<file path="src/rtl/load_store_unit.sv">
// rtl/load_store_unit.sv - load/store initiator for the word-addressed data memory
// Byte/half/word loads with sign or zero extension; sub-word stores are done as read-modify-write.
// Optional build macro LSU_PERF_CNT_EN adds saturating load/store/error response counters.
module load_store_unit #(
  parameter int unsigned MEM_WORDS = 1024
) (
  input  logic        clk,
  input  logic        rst_n,
  input  logic        req_valid,
  output logic        req_ready,
  input  logic        req_write,
  input  logic [1:0]  req_size,
  input  logic        req_signed,
  input  logic [31:0] req_addr,
  input  logic [31:0] req_wdata,
  output logic        resp_valid,
  input  logic        resp_ready,
  output logic [31:0] resp_rdata,
  output logic        resp_err,
  output logic        mem_write,
  output logic [31:0] mem_address,
  output logic [31:0] mem_write_data,
  input  logic [31:0] mem_read_data
`ifdef LSU_PERF_CNT_EN
  ,
  output logic [15:0] load_cnt,
  output logic [15:0] store_cnt,
  output logic [15:0] err_cnt
`endif
);

  typedef enum logic [1:0] {
    S_IDLE = 2'd0,
    S_RD   = 2'd1,
    S_WR   = 2'd2,
    S_RESP = 2'd3
  } state_t;

  localparam logic [1:0] SZ_BYTE = 2'b00;
  localparam logic [1:0] SZ_HALF = 2'b01;
  localparam logic [1:0] SZ_WORD = 2'b10;
  localparam logic [1:0] SZ_RSVD = 2'b11;

  state_t      state_q;
  logic        write_q;
  logic [1:0]  size_q;
  logic        signed_q;
  logic [31:0] addr_q;
  logic [15:0] wdata_q;     // only the low half is ever needed for merges
  logic        resp_valid_q;
  logic        resp_err_q;
  logic [31:0] rdata_q;
  logic        mem_write_q;
  logic [31:0] mem_wdata_q;

  logic        req_err;
  logic [7:0]  rd_byte;
  logic [15:0] rd_half;
  logic [31:0] load_data;
  logic [31:0] merged;

  // Request validation, lane extraction from the read word, and store lane merge
  always_comb begin
    req_err = (req_size == SZ_RSVD)
            | ((req_size == SZ_HALF) & req_addr[0])
            | ((req_size == SZ_WORD) & (req_addr[1:0] != 2'b00))
            | ({2'b00, req_addr[31:2]} >= MEM_WORDS);

    case (addr_q[1:0])
      2'd0:    rd_byte = mem_read_data[7:0];
      2'd1:    rd_byte = mem_read_data[15:8];
      2'd2:    rd_byte = mem_read_data[23:16];
      default: rd_byte = mem_read_data[31:24];
    endcase
    rd_half = addr_q[1] ? mem_read_data[31:16] : mem_read_data[15:0];

    case (size_q)
      SZ_BYTE: load_data = {{24{signed_q & rd_byte[7]}}, rd_byte};
      SZ_HALF: load_data = {{16{signed_q & rd_half[15]}}, rd_half};
      default: load_data = mem_read_data;
    endcase

    merged = mem_read_data;
    if (size_q == SZ_BYTE) begin
      merged[{addr_q[1:0], 3'b000} +: 8] = wdata_q[7:0];
    end else begin
      merged[{addr_q[1], 4'b0000} +: 16] = wdata_q;
    end
  end

  // Request/response sequencer: accept in IDLE, optional read, optional single write, hold response
  always_ff @(posedge clk or negedge rst_n) begin
    if (!rst_n) begin
      state_q      <= S_IDLE;
      write_q      <= 1'b0;
      size_q       <= 2'b00;
      signed_q     <= 1'b0;
      addr_q       <= 32'd0;
      wdata_q      <= 16'd0;
      resp_valid_q <= 1'b0;
      resp_err_q   <= 1'b0;
      rdata_q      <= 32'd0;
      mem_write_q  <= 1'b0;
      mem_wdata_q  <= 32'd0;
    end else begin
      case (state_q)
        S_IDLE: begin
          if (req_valid) begin
            write_q    <= req_write;
            size_q     <= req_size;
            signed_q   <= req_signed;
            addr_q     <= req_addr;
            wdata_q    <= req_wdata[15:0];
            rdata_q    <= 32'd0;
            resp_err_q <= req_err;
            if (req_err) begin
              resp_valid_q <= 1'b1;
              state_q      <= S_RESP;
            end else if (req_write && (req_size == SZ_WORD)) begin
              mem_wdata_q <= req_wdata;
              mem_write_q <= 1'b1;
              state_q     <= S_WR;
            end else begin
              state_q <= S_RD;
            end
          end
        end
        S_RD: begin
          if (!write_q) begin
            rdata_q      <= load_data;
            resp_valid_q <= 1'b1;
            state_q      <= S_RESP;
          end else begin
            mem_wdata_q <= merged;
            mem_write_q <= 1'b1;
            state_q     <= S_WR;
          end
        end
        S_WR: begin
          mem_write_q  <= 1'b0;
          resp_valid_q <= 1'b1;
          state_q      <= S_RESP;
        end
        S_RESP: begin
          if (resp_ready) begin
            resp_valid_q <= 1'b0;
            state_q      <= S_IDLE;
          end
        end
        default: state_q <= S_IDLE;
      endcase
    end
  end

  assign req_ready      = (state_q == S_IDLE);
  assign resp_valid     = resp_valid_q;
  assign resp_err       = resp_err_q;
  assign resp_rdata     = rdata_q;
  assign mem_write      = mem_write_q;
  assign mem_address    = {addr_q[31:2], 2'b00};
  assign mem_write_data = mem_wdata_q;

`ifdef LSU_PERF_CNT_EN
  logic [15:0] load_cnt_q;
  logic [15:0] store_cnt_q;
  logic [15:0] err_cnt_q;
  logic        resp_fire;

  assign resp_fire = (state_q == S_RESP) && resp_ready;

  // Saturating per-kind counters, bumped once per completed response handshake
  always_ff @(posedge clk or negedge rst_n) begin
    if (!rst_n) begin
      load_cnt_q  <= 16'd0;
      store_cnt_q <= 16'd0;
      err_cnt_q   <= 16'd0;
    end else if (resp_fire) begin
      if (resp_err_q) begin
        if (err_cnt_q != 16'hFFFF) err_cnt_q <= err_cnt_q + 16'd1;
      end else if (write_q) begin
        if (store_cnt_q != 16'hFFFF) store_cnt_q <= store_cnt_q + 16'd1;
      end else begin
        if (load_cnt_q != 16'hFFFF) load_cnt_q <= load_cnt_q + 16'd1;
      end
    end
  end

  assign load_cnt  = load_cnt_q;
  assign store_cnt = store_cnt_q;
  assign err_cnt   = err_cnt_q;
`endif

endmodule

</file>
<file path="config.mk">
export PLATFORM = sky130hd
export DESIGN_NAME = load_store_unit
export DESIGN_NICKNAME = d
export VERILOG_FILES = /design/src/rtl/load_store_unit.sv
export SDC_FILE = /design/constraint.sdc
export NUM_CORES = 1
export LEC_CHECK = 0
export BUFFER_PORTS_ARGS = -buffer_cell sky130_fd_sc_hd__buf_2
export CORE_MARGIN = 4
export CORE_UTILIZATION = 48
export CTS_BUF_LIST = sky130_fd_sc_hd__clkbuf_16
export DETAILED_ROUTE_END_ITERATION = 10
export PLACE_DENSITY = 0.77
export SLEW_MARGIN = 20
export SYNTH_ARGS = -nofsm -noshare
export SYNTH_HDL_FRONTEND = slang
export SYNTH_SLANG_ARGS = --single-unit
export TNS_END_PERCENT = 5
</file>
<file path="constraint.sdc">
create_clock -name clk -period 2.74 [get_ports clk]
set_input_delay 0.137 -clock clk [delete_from_list [all_inputs] [get_ports clk]]
set_output_delay 0.137 -clock clk [all_outputs]
set_load 0.005 [all_outputs]
</file>
==> results of run 1 <==
path summary, 6_finish.rpt:
kind	cells after the start	slack [ns]	endpoint	start
setup / recovery	8	0.32	mem_write_data[9]	state_q[1]
hold / removal	2	0.02	wdata_q[2]	req_wdata[2]
setup reg to reg	8	0.32	mem_write_data[9]	state_q[1]
hold reg to reg	2	0.48	resp_rdata[12]	resp_rdata[12]
max in group asynchronous	3	1.80	addr_q[1]	rst_n
min in group asynchronous	2	0.14	addr_q[2]	rst_n
worst max-delay path, stage by stage (launching register included):
cell	delay (ns)
dfrtp_1	0.43
inv_1	0.12
ha_1	0.17
buf_4	0.37
or3b_1	0.38
buf_4	0.25
a221o_1	0.34
o2111ai_1	0.12
o211ai_1	0.12
per-layer routing:
metal	part of all wire	global-route usage
met3	0.093	0.0687
met2	0.47	0.451
met1	0.39	0.376
met5	0	0
met4	0.045	0.139
Yosys cell counts (2+ instances only):
library cell / number / area, µm²
a221o_2: 10 / 113
mux2_2: 56 / 631
a222oi_1: 7 / 70.1
o211ai_1: 66 / 495
nor2_1: 13 / 48.8
a21oi_1: 3 / 15.0
clkbuf_1: 48 / 180
nand2_1: 82 / 308
nand3_1: 3 / 15.0
buf_4: 34 / 255
nor2b_1: 17 / 106
o311ai_0: 2 / 17.5
o22ai_1: 9 / 56.3
o2111ai_1: 32 / 280
a21o_1: 2 / 15.0
o21a_1: 2 / 15.0
a221oi_1: 7 / 61.3
a221o_1: 38 / 380
dfrtp_1: 121 / 3030
ha_1: 11 / 138
a211oi_1: 10 / 75.1
nor4bb_1: 3 / 30.0
a31oi_1: 2 / 12.5
o31ai_1: 8 / 60.1
buf_1: 4 / 15.0
mux2i_1: 34 / 340
a22o_1: 7 / 61.3
inv_1: 21 / 78.8
nor4_1: 5 / 31.3
nand2b_1: 3 / 18.8
o21ai_0: 14 / 70.1
buf_2: 8 / 40.0
nor3_1: 2 / 10.0
stage by stage:
step                      power [µW]  cell area (µm²)  setup slack, ns  instances
after floorplan                 7120             7220            0.194        700
after detailed placement        8730             8200            0.171       1020
after CTS                      11200             9330            0.143       1103
final                          11200             9350            0.315       1104
after global placement          8580             8200            0.214       1020
after global routing           12000             9350            0.199       1104
state kept, by name, indices dropped and copies added (netlist names):
name            cells
wdata_q            16
addr_q             32
write_q             1
signed_q            1
state_q             2
resp_err            1
mem_write           1
size_q              2
resp_valid          1
mem_write_data     32
resp_rdata         32
power by group:
group / total, µW / internal (µW) / switching [µW]
Sequential: 3330 / 2620 / 706
Clock: 2370 / 1520 / 848
Combinational: 5550 / 2530 / 3020
cell families (layout without fill, tap and decap cells):
logic type	count (synthesis)	in the layout	synth area share
AO/OA/AOI/OAI	224	224	0.258
AND/OR/NAND/NOR	136	136	0.0878
flip-flops	121	121	0.420
buffers and inverters	116	336	0.0805
multiplexers	90	90	0.135
adder cells (fa/ha/maj)	11	11	0.0191
other	1	2	0.000520
layout make-up:
class	instances	area, µm²	share of cell area
Multi-Input combinational cell	463	3610	0.386
Sequential cell	121	3030	0.324
Timing Repair Buffer	283	1780	0.190
Clock buffer	17	425	0.0455
Tap cell	184	230	0.0246
Clock inverter	15	200	0.0214
Inverter	21	78.8	0.00843
timing repair:
action	in CTS	in global routing
setup buffers	0	1
endpoints found under the setup margin	0	16
endpoints found under the hold margin	132	0
hold buffers	51	0
==> metrics.txt, run 1 <==
io pins=204; unique cell type count in the Yosys netlist=48; CTS clk-pin slew, worst paths=0.06 ns; commonest cells after routing, fill and taps aside=200 x buf_2, 120 x dfrtp_1, 82 x nand2_1, 66 x o211ai_1, 56 x mux2_2; Total Routing Usage GR=0.288; fin crit share=0.885; CTS root buf=clkbuf_16; CTS sink count=~120; cells after synthesis=699; drt first pass iters=8; Initial Utilization=0.492; Cell Rows=44; Slew Viols, Final=0; DR vias=around 7000; CTS tree=done; HPWL Detailed=16500 µm; DRT iter0 DRCs=795; Fin Clk Skew=approximately 0.0098 ns; PwrDens=1200 nW/µm²; vias in the first global route=6747; GPL Wtd Cong=0.940; WP data required=3.03 ns; synthesized area per cell=around 10 µm²; commonest non-fill, non-tap cell in the layout=buf_2; Synth warnings=0; antenna diode count=0; # nets final=1022; Peak Freq=roughly 0.41 GHz; crit path DAT=2.72 ns; largest net degree at the start of global routing=68; antenna-violating nets left=0; filler instances=1134; first-pass GRT wire length=37600 µm; status=completed; Synth Register Bits=roughly 120; Top FF cell, synth=dfrtp_1; Max clock buf depth=2; Area growth syn-to-layout=29.7%; headroom to the max-slew limit=0.457; Post-synth EDFFs=0; Core Area=between 10000 and 15000 µm²; via/cell ratio=between 6 and 7; DIE WIDTH=131 µm; utilization after layout=0.639; Worst-Skew Late Latency=roughly 0.43 ns; worst-margin pin slew=0.810 ns; initial antenna violation count=0; die area=17000 µm²; Max Cap Viol=0; Setup Crit Path Kind=register to register; setup TNS=0 ns; htree depth=4; Num CTS Buffers=17; RSZ-0062 raised after global routing=false; Leak=0.00416 µW; final WL=~24000 µm; average routed wire per standard cell=22.0 µm; asr flop ratio synth=1.00; total grt overflow=0; Final Critical Period=2.42 ns; crit path capture type=register; worst hold-check path type=input pin to register; Hold WS=0.0196 ns; layout cells sized above 1=0.362; setup violators final=0; Final Hold Fails=0; crit path max fanout=37; Worst setup SP type=register; chip height=131 µm; CTS-repair resized insts=0; Synth Cell Area=7210 µm²; VDD IR max=0.690 mV; number of I/O port buffers=around 200; Seq/Total Area, Yosys=0.420; drt drc=0
Power figures use the tool's default switching activity.
==> run 2: changes to the inputs <==
--- a/config.mk
+++ b/config.mk
@@ -10,6 +10,7 @@
 export CORE_UTILIZATION = 48
 export CTS_BUF_LIST = sky130_fd_sc_hd__clkbuf_16
 export DETAILED_ROUTE_END_ITERATION = 10
+export GPL_ROUTABILITY_DRIVEN = 0
 export PLACE_DENSITY = 0.77
 export SLEW_MARGIN = 20
 export SYNTH_ARGS = -nofsm -noshare
==> constraint.sdc (replaced) <==
create_clock -name clk -period 2.74 [get_ports clk]
set_input_delay 0.548 -clock clk [delete_from_list [all_inputs] [get_ports clk]]
set_output_delay 0.548 -clock clk [all_outputs]
set_load 0.005 [all_outputs]
==> run 2 against run 1 <==
Setup slack got worse by 0.071 ns. Register-to-register slack lost 0.07 ns. Die area unchanged. Clock-buffer cell count did not move. Critical path type unchanged. Clock power is essentially flat. Global-route usage fell by 1.5 points. Power down 0.28%. Largest power group unchanged. Largest cell class unchanged. Sequential cell count stayed put. First-iteration DRC count rose by 7.9%. Utilization fell by 3.3 points. Maximum frequency fell by 2.9%.
==> metrics.txt, run 2 (synthesized netlist as in run 1, its figures left out) <==
HPWL Detailed=16700 µm; headroom to the max-slew limit=0.353; PwrDens=1260 nW/µm²; # nets final=971; RSZ-0062 raised after global routing=false; via/cell ratio=6.41; vias in the first global route=6380; Final Critical Period=~2.5 ns; DR vias=6745; io pins=204; postcts setup bufs=0; CTS-repair resized insts=0; drt first pass iters=6; antenna diode count=0; CTS clk-pin slew, worst paths=0.06 ns; Leak=between 0.003 and 0.004 µW; layout cells sized above 1=0.383; Worst-Skew Late Latency=0.42 ns; largest net degree at the start of global routing=51; Clk pwr share=0.210; initial antenna violation count=0; commonest cells after routing, fill and taps aside=200 x buf_2, 120 x dfrtp_1, 82 x nand2_1, 66 x o211ai_1, 56 x mux2_2; switching part of the total=0.411; status=completed; Area growth syn-to-layout=22.9%; Total Routing Usage GR=0.273; htree depth=4; R2R Path Start=addr_q[0]; Worst setup SP type=register; Final Hold Fails=0; VDD IR max=about 0.64 mV; Initial Utilization=0.492; commonest non-fill, non-tap cell in the layout=buf_2; Setup Crit Path Kind=register to register; Fin Clk Skew=around 0.0076 ns; antenna-violating nets left=0; Core Area=approximately 15000 µm²; worst hold-check path type=input pin to asynchronous set/reset pin; average routed wire per standard cell=22.1 µm; setup violators final=0; total grt overflow=0; DRT iter0 DRCs=858; cts-stage hold buffer count=0; Post-DP Area=8250 µm²; CTS root buf=clkbuf_16; crit path max fanout=16; crit path DAT=2.85 ns; Sequential Power Share=0.294; setup TNS=0 ns; fin crit share=0.911; DIE WIDTH=131 µm; crit path capture type=register; Max Cap Viol=0; Sw Pwr=~4600 µW; Critical R2R Capture=resp_rdata[24]; final WL=23300 µm; WP data required=3.10 ns; worst-margin pin slew=around 0.97 ns; design area=8870 µm²; Reg2Reg Setup Slack=0.24 ns; first-pass GRT wire length=35900 µm; Slew Viols, Final=0; CTS tree=done; Cell Rows=44; chip height=131 µm; Peak Freq=between 0.4 and 0.5 GHz; die area=around 17000 µm²; Max clock buf depth=2; number of I/O port buffers=about 200; worst-case reg-to-reg path depth=6; internal power=between 6000 and 7000 µW; drt drc=0; combinational share of power=0.496; CTS sink count=121; Num CTS Buffers=17
==> run 2: area by class of cell <==
cell class                      instances  area (µm²)
Fill cell                            1241        5780
Multi-Input combinational cell        463        3620
Sequential cell                       121        3030
Timing Repair Buffer                  232        1290
Clock buffer                           17         425
Tap cell                              184         230
Clock inverter                         15         190
Inverter                               21        78.8
==> run 2: how the worst max path moves through the flow <==
| stage | start | cells after the start | end | slack (ns) |
|---|---|---|---|---|
| 2_1_floorplan | addr_q[1] | 11 | resp_rdata[27] | 0.19 |
| 3_3_place_gp | addr_q[0] | 6 | resp_rdata[25] | 0.37 |
| 3_5_place_dp | addr_q[0] | 6 | resp_rdata[16] | 0.33 |
| 4_1_cts | addr_q[0] | 6 | resp_rdata[24] | 0.30 |
| 5_1_grt | addr_q[0] | 6 | resp_rdata[24] | 0.12 |
| 6_report | addr_q[0] | 6 | resp_rdata[24] | 0.24 |
==> run 2: metal layers <==
layer	GRT usage	up-vias	wire length [µm]	share of wire
li1	-	2982	-	-
met1	0.380	3278	9450	0.41
met2	0.416	418	10600	0.46
met3	0.0577	67	2370	0.10
met4	0.113	0	836	0.036
met5	0	-	0	0
==> run 2: power by group through the flow <==
stage / logic (µW) / registers, µW / clock network (µW)
floorplan: 3970 / 3160 / 0
global placement: 5410 / 3260 / 0
detailed placement: 5510 / 3290 / 0
CTS: 5540 / 3270 / 2360
global route: 6100 / 3390 / 2450
finish: 5560 / 3300 / 2350
==> run 2: critical path: stages, from the launching register on <==
cell and delay [ns]:
dfrtp_1 0.46, inv_1 0.15, ha_1 0.19, a21oi_1 0.10, a211o_1 0.37, a2111oi_4 0.92
a221o_2 0.23
==> run 2: metrics by stage <==
stage | total power [µW] | std cells | util | setup WS [ns] | hold slack [ns]
after floorplan | 7120 | 700 | - | 0.194 | 0.252
after global placement | 8670 | 1021 | 0.563 | 0.368 | 0.468
after detailed placement | 8800 | 1021 | 0.563 | 0.327 | 0.470
after CTS | 11200 | 1053 | 0.605 | 0.297 | 0.178
after global routing | 11900 | 1053 | 0.605 | 0.123 | 0.205
final | 11200 | 1053 | 0.605 | 0.244 | 0.155
